<file path="config.mk">
export PLATFORM = sky130hd
export DESIGN_NAME = addition_aligner_flat
export DESIGN_NICKNAME = d
export VERILOG_FILES = /design/src/rtl/addition_aligner_if.sv /design/src/rtl/addition_aligner.sv /design/src/flat_wrapper.sv
export SDC_FILE = /design/constraint.sdc
export NUM_CORES = 1
export LEC_CHECK = 0
export BUFFER_PORTS_ARGS = -buffer_cell sky130_fd_sc_hd__buf_2
export CAP_MARGIN = 10
export CELL_PAD_IN_SITES_DETAIL_PLACEMENT = 2
export CELL_PAD_IN_SITES_GLOBAL_PLACEMENT = 2
export CORE_MARGIN = 5
export CORE_UTILIZATION = 32
export DETAILED_ROUTE_END_ITERATION = 12
export PLACE_DENSITY_LB_ADDON = 0.2
export SYNTH_ARGS = -nofsm -noshare
export SYNTH_HDL_FRONTEND = slang
export SYNTH_SLANG_ARGS = --single-unit
</file>
<file path="constraint.sdc">
create_clock -name clk -period 2.29 [get_ports clk]
set_input_delay 0.1145 -clock clk [delete_from_list [all_inputs] [get_ports clk]]
set_output_delay 0.1145 -clock clk [all_outputs]
set_load 0.1 [all_outputs]
</file>
<file path="src/rtl/addition_aligner_if.sv">
// Operand-in / aligned-result-out handshake bundle for the FP adder alignment stage.
// The master side drives operands and out_ready; the slave side is the aligner.
interface addition_aligner_if #(
  parameter int EXP_W  = 8,
  parameter int MANT_W = 24
);
  logic              in_valid;
  logic              in_ready;
  logic [EXP_W-1:0]  in_ea;
  logic [MANT_W-1:0] in_ma;
  logic [EXP_W-1:0]  in_eb;
  logic [MANT_W-1:0] in_mb;
  logic              out_valid;
  logic              out_ready;
  logic [EXP_W-1:0]  out_e;
  logic [MANT_W-1:0] out_m_big;
  logic [MANT_W+2:0] out_m_small;
  logic              out_swap;

  modport master (
    output in_valid, in_ea, in_ma, in_eb, in_mb, out_ready,
    input  in_ready, out_valid, out_e, out_m_big, out_m_small, out_swap
  );

  modport slave (
    input  in_valid, in_ea, in_ma, in_eb, in_mb, out_ready,
    output in_ready, out_valid, out_e, out_m_big, out_m_small, out_swap
  );
endinterface

</file>
<file path="src/rtl/addition_aligner.sv">
// Pre-addition alignment: right-shifts the smaller-exponent mantissa up to STEP bits
// per cycle until exponents match, folding shifted-out bits into a sticky LSB.
module addition_aligner #(
  parameter int EXP_W  = 8,
  parameter int MANT_W = 24,
  parameter int STEP   = 1
) (
  input logic               clk,
  input logic               rst_n,
  addition_aligner_if.slave bus
);
  localparam int SM_W = MANT_W + 3;
  localparam logic [EXP_W-1:0] STEP_E = EXP_W'(STEP);

  typedef enum logic [1:0] {IDLE = 2'd0, SHIFT = 2'd1, DONE = 2'd2} state_t;

  state_t            state, state_nxt;
  logic              in_ready, accept;
  logic [EXP_W-1:0]  remaining;
  logic [EXP_W-1:0]  e_q;
  logic [MANT_W-1:0] m_big_q;
  logic [SM_W-1:0]   small_q;
  logic              swap_q;

  logic              swap_in, flush;
  logic [EXP_W-1:0]  diff;
  logic [MANT_W-1:0] m_small_in;
  logic [EXP_W-1:0]  shamt, rem_nxt;
  logic [SM_W-1:0]   lost, shifted;

  assign accept = bus.in_valid && in_ready;

  // Operand compare; equal exponents keep A as the big operand.
  always_comb begin
    swap_in    = bus.in_eb > bus.in_ea;
    diff       = swap_in ? (bus.in_eb - bus.in_ea) : (bus.in_ea - bus.in_eb);
    flush      = 32'(diff) >= SM_W;
    m_small_in = swap_in ? bus.in_ma : bus.in_mb;
  end

  // One shift step; bits falling off the bottom are ORed into the sticky LSB.
  always_comb begin
    shamt      = (remaining > STEP_E) ? STEP_E : remaining;
    lost       = small_q & ~({SM_W{1'b1}} << shamt);
    shifted    = small_q >> shamt;
    shifted[0] = shifted[0] | (|lost);
    rem_nxt    = remaining - shamt;
  end

  // NOTE: sequential state uses non-blocking assignments so every register samples pre-edge values.
  always_ff @(posedge clk or negedge rst_n) begin
    if (!rst_n) state <= IDLE;
    else        state <= state_nxt;
  end

  // NOTE: default assignment first so no path through this block leaves state_nxt unassigned (no latch).
  always_comb begin
    state_nxt = state;
    unique case (state)
      IDLE:    if (accept) state_nxt = (diff == '0 || flush) ? DONE : SHIFT;
      SHIFT:   if (rem_nxt == '0) state_nxt = DONE;
      DONE:    if (bus.out_ready) state_nxt = IDLE;
      default: state_nxt = IDLE;
    endcase
  end

  always_comb begin
    in_ready      = (state == IDLE);
    bus.in_ready  = in_ready;
    bus.out_valid = (state == DONE);
  end

  always_ff @(posedge clk or negedge rst_n) begin
    if (!rst_n) begin
      e_q       <= '0;
      m_big_q   <= '0;
      small_q   <= '0;
      swap_q    <= 1'b0;
      remaining <= '0;
    end else if (state == IDLE && accept) begin
      swap_q    <= swap_in;
      e_q       <= swap_in ? bus.in_eb : bus.in_ea;
      m_big_q   <= swap_in ? bus.in_mb : bus.in_ma;
      small_q   <= flush ? {{(SM_W-1){1'b0}}, |m_small_in} : {m_small_in, 3'b000};
      remaining <= flush ? '0 : diff;
    end else if (state == SHIFT) begin
      small_q   <= shifted;
      remaining <= rem_nxt;
    end
  end

  assign bus.out_e       = e_q;
  assign bus.out_m_big   = m_big_q;
  assign bus.out_m_small = small_q;
  assign bus.out_swap    = swap_q;
endmodule
</file>
<file path="src/flat_wrapper.sv">
// flat-port wrapper written by rule: the top's interface ports become plain ports
module addition_aligner_flat 
#(
  parameter int EXP_W  = 8,
  parameter int MANT_W = 24,
  parameter int STEP   = 1
)
  (clk, rst_n, bus_in_valid, bus_in_ea, bus_in_ma, bus_in_eb, bus_in_mb, bus_out_ready, bus_in_ready, bus_out_valid, bus_out_e, bus_out_m_big, bus_out_m_small, bus_out_swap);
  addition_aligner_if #(.EXP_W(EXP_W), .MANT_W(MANT_W)) bus_i ();
  input logic clk;
  input logic rst_n;
  input wire logic [$bits(bus_i.in_valid)-1:0] bus_in_valid;
  input wire logic [$bits(bus_i.in_ea)-1:0] bus_in_ea;
  input wire logic [$bits(bus_i.in_ma)-1:0] bus_in_ma;
  input wire logic [$bits(bus_i.in_eb)-1:0] bus_in_eb;
  input wire logic [$bits(bus_i.in_mb)-1:0] bus_in_mb;
  input wire logic [$bits(bus_i.out_ready)-1:0] bus_out_ready;
  output wire logic [$bits(bus_i.in_ready)-1:0] bus_in_ready;
  output wire logic [$bits(bus_i.out_valid)-1:0] bus_out_valid;
  output wire logic [$bits(bus_i.out_e)-1:0] bus_out_e;
  output wire logic [$bits(bus_i.out_m_big)-1:0] bus_out_m_big;
  output wire logic [$bits(bus_i.out_m_small)-1:0] bus_out_m_small;
  output wire logic [$bits(bus_i.out_swap)-1:0] bus_out_swap;
  assign bus_i.in_valid = bus_in_valid;
  assign bus_i.in_ea = bus_in_ea;
  assign bus_i.in_ma = bus_in_ma;
  assign bus_i.in_eb = bus_in_eb;
  assign bus_i.in_mb = bus_in_mb;
  assign bus_i.out_ready = bus_out_ready;
  assign bus_in_ready = bus_i.in_ready;
  assign bus_out_valid = bus_i.out_valid;
  assign bus_out_e = bus_i.out_e;
  assign bus_out_m_big = bus_i.out_m_big;
  assign bus_out_m_small = bus_i.out_m_small;
  assign bus_out_swap = bus_i.out_swap;
  addition_aligner #(.EXP_W(EXP_W), .MANT_W(MANT_W), .STEP(STEP)) u_core (.clk(clk), .rst_n(rst_n), .bus(bus_i));
endmodule
</file>
==> results summary <==
The worst flop-to-flop path endpoint is u_core.bus.out_m_small[21]. The x dimension of the die is 132 um. The total die area came out at 17,400 um^2.

The launching instance or port of the critical path is bus_in_eb[0]. The ratio of final minimum period to clock period is 105%. Counting the buffers created by CTS gives 9. The final RePlAce weighted congestion is 0.845. The via count of the first global-routing pass is 5,153. The starting density of the core came out at 32.7%. The total detailed-routing wirelength came out at 19,800 um.

The proportion of synthesized chip area in sequential cells came out at 36.9%. Counting along the longest clock path gives a buffer depth of 2. The final critical path time including I/O delays and setup is 2.41 ns. Leaving out fill and tap cells, the most frequent cell in the layout is buf_2. The number of slew-limit violations in the final report is 0. The least setup slack across all paths after layout came out at -0.121 ns. The number of violations of the max-capacitance limit is 0.

The core box area came out at 14,500 um^2. 130 I/O pins were placed. Counting distinct cell types in the post-synthesis netlist gives 55. The number of placed instances with taps included came out at 818. The initial antenna violation count came out at 3.

Buffers placed on the I/O ports in this run total 129. After routing, the total negative slack on setup checks comes to -2.22 ns. The global-route usage over all layers is 20.4%.

The actual transition at the worst max-transition pin is 0.966 ns. The relative slew slack is 35.6%. Setup repair after global routing could not meet its margin everywhere. The via count normalized by instance count is 5.32. The achievable clock frequency came out at 415 MHz. The average detailed-routed wire length per instance came out at 23.1 um. The number of nets in the layout came out at 750. STA classifies the critical path startpoint as a primary input. After detailed routing, the number of remaining DRC violations is 0. Global routing finished with a remaining overflow of 0.

The tree is rooted in a clkbuf_16. The post-synthesis net count is 563. The post-detailed-placement half-perimeter wirelength came out at 13,300 um. The CTS clock-pin slew for the worst setup and hold paths is 0.06 ns. The worst setup path is captured at a flop. The library cells used most frequently in the layout, excluding fill and tap cells, are 125 x buf_2, 70 x buf_4, 70 x dfrtp_1. The maximum fanout encountered on the critical timing path came out at 7. In this run the critical register-to-register path is launched from u_core.remaining[1]. The final-report hold violation count is 0.

The first-iteration detailed-routing DRC count came out at 203. In this run the worst setup path terminates at u_core.remaining[0]. The synthesis-stage register bit count came out at 70. The global-route wire length before repair is 28,800 um. The chip height came out at 132 um. The flop-to-flop setup slack came out at 0.08 ns. The post-synthesis to final-layout area growth is 41.6%. The setup skew after layout is 0.0103 ns. Setup violations remaining at the end of the flow were counted as 29. Dividing the synthesized area by the synthesized cell count gives 9.96 um^2. The data arrival time at the worst-slack endpoint came out at 2.65 ns. The cell row count came out at 44. The checks that failed: setup timing. The number of nets with antenna violations after detailed routing came out at 0. The worst path required time is 2.53 ns. The clock sink count came out at 70. The worst hold path cell count is 3. The number of levels in the clock H-tree came out at 3. The clock reaches the later pin of the worst-skew pair after 0.34 ns. The cell area after technology mapping came out at 4750 um^2. The number of vias after detailed routing is 4,549. The final cell count without fillers came out at 855. The run finished, with violations left. The synthesized instance count is 477. Entering global routing, the biggest net connects 96 pins.

The yosys synthesis warning count came out at 0. The critical path is of the in -> reg type. The length in cells of the worst reg-to-reg path is 7.

The fraction of layout cells with a size suffix above 1 is 44.2%. The clock tree from TritonCTS is yes. The path type of the worst min-delay path is in -> reg. The first-pass iteration count of the detailed router came out at 4.
state kept, by name, summed over array words and instances (netlist names):
name	cells
u_core.remaining	8
u_core.bus.out_swap	1
u_core.bus.out_e	8
u_core.bus.out_m_big	24
u_core.bus.out_m_small	27
u_core.state	2
area by class of cell:
| type | instances | area [um^2] |
|---|---|---|
| clock inverter | 6 | 61.3 |
| clock buffer | 10 | 229 |
| multi-input combinational | 356 | 3020 |
| tap | 184 | 230 |
| timing repair buffer | 206 | 1330 |
| fill | 1567 | 7810 |
| antenna | 2 | 5.00 |
| sequential | 70 | 1750 |
| inverter | 21 | 91.3 |
layer usage:
layer	track usage [%]	up-vias	routed length [um]
li1	-	2102	-
met1	25.6	2292	8400
met2	35.0	124	10100
met3	4.47	29	872
met4	6.86	2	408
met5	0	-	13
worst max-delay path: stages:
cell      delay (ns)
buf_12          0.11
inv_12          0.04
ha_4            0.12
inv_2           0.05
fa_2            0.39
nand3_4         0.10
a21oi_4         0.07
o22ai_4         0.30
mux2i_2         0.32
xnor2_2         0.13
o21bai_4        0.21
a31o_4          0.30
buf_4           0.17
o31ai_2         0.19
logic make-up (layout without fill, tap and decap cells):
group                      after synthesis  after routing  synth area share [%]
muxes                                   58             58                  12.4
other                                    0              2                     0
buffers and inverters                   52            243                  5.56
AOI/OAI and AO/OA                      129            130                  23.5
xor gates and xnor gates                11             11                  2.03
and+or+nand+nor                        139            139                  14.5
DFF                                     70             70                  36.9
adders and majority gates               18             18                  5.06
through the flow:
step                hold slack [ns]  instance area (um^2)  utilization (%)  setup slack [ns]
floorplan                    -0.181                  4810                -           -0.0435
global placement              0.309                  6010             41.3            -0.417
detailed placement            0.325                  6010             41.3            -0.550
CTS                          0.0695                  6400             44.0            0.0117
global route                  0.101                  6720             46.3            -0.208
finish                       0.0973                  6720             46.3            -0.121
worst min path at each step:
stage             startpoint                 endpoint
2_1_floorplan          rst_n      u_core.bus.out_e[0]
3_3_place_gp           rst_n  u_core.bus.out_m_big[8]
3_5_place_dp           rst_n  u_core.bus.out_m_big[8]
4_1_cts        bus_out_ready          u_core.state[1]
5_1_grt        bus_out_ready          u_core.state[1]
6_report        bus_in_ea[7]      u_core.bus.out_e[7]
cells in the mapped netlist, drive strengths merged:
library cell  instances  area share [%]
nor4                 13             1.7
nand2                54             4.3
o22ai                28             3.7
nand3b                2            0.32
a31o                  2            0.55
and4b                 1            0.21
mux2                  4             1.0
a31oi                 1            0.13
nor3                  9            0.95
nand2b               22             2.9
o22a                  1            0.18
or3                   2            0.26
dfrtp                70              37
and2                  3            0.40
a221o                 2            0.42
a21o                  1            0.16
o31ai                23             9.6
nor2b                 5            0.66
o311a                 1            0.21
o21bai                3            0.79
ha                   16             4.2
xnor2                 7             1.3
nand4                 5            0.79
or4                   1            0.16
nand3                 3            0.32
o32ai                 1            0.18
fa                    2            0.84
a22o                  1            0.18
a21oi                17             1.9
xor2                  4            0.74
nor2                 18             1.4
clkbuf               18             1.4
buf                  13             2.5
o21ai                43             4.5
o31a                  1            0.18
a211oi                3            0.58
a21bo                 1            0.21
inv                  21             1.7
nor4b                 1            0.18
mux2i                54              11
repair_timing:
item	CTS	global route
pin swaps	3	12
gates resized for setup	13	40
endpoints found under the hold margin	70	0
endpoints found under the setup margin	30	35
cloned	1	1
buffers inserted	3	13
hold buffers	1	0
Power is not shown: default switching activity piles up to over one toggle a cycle in this logic, so the estimate is an artifact.
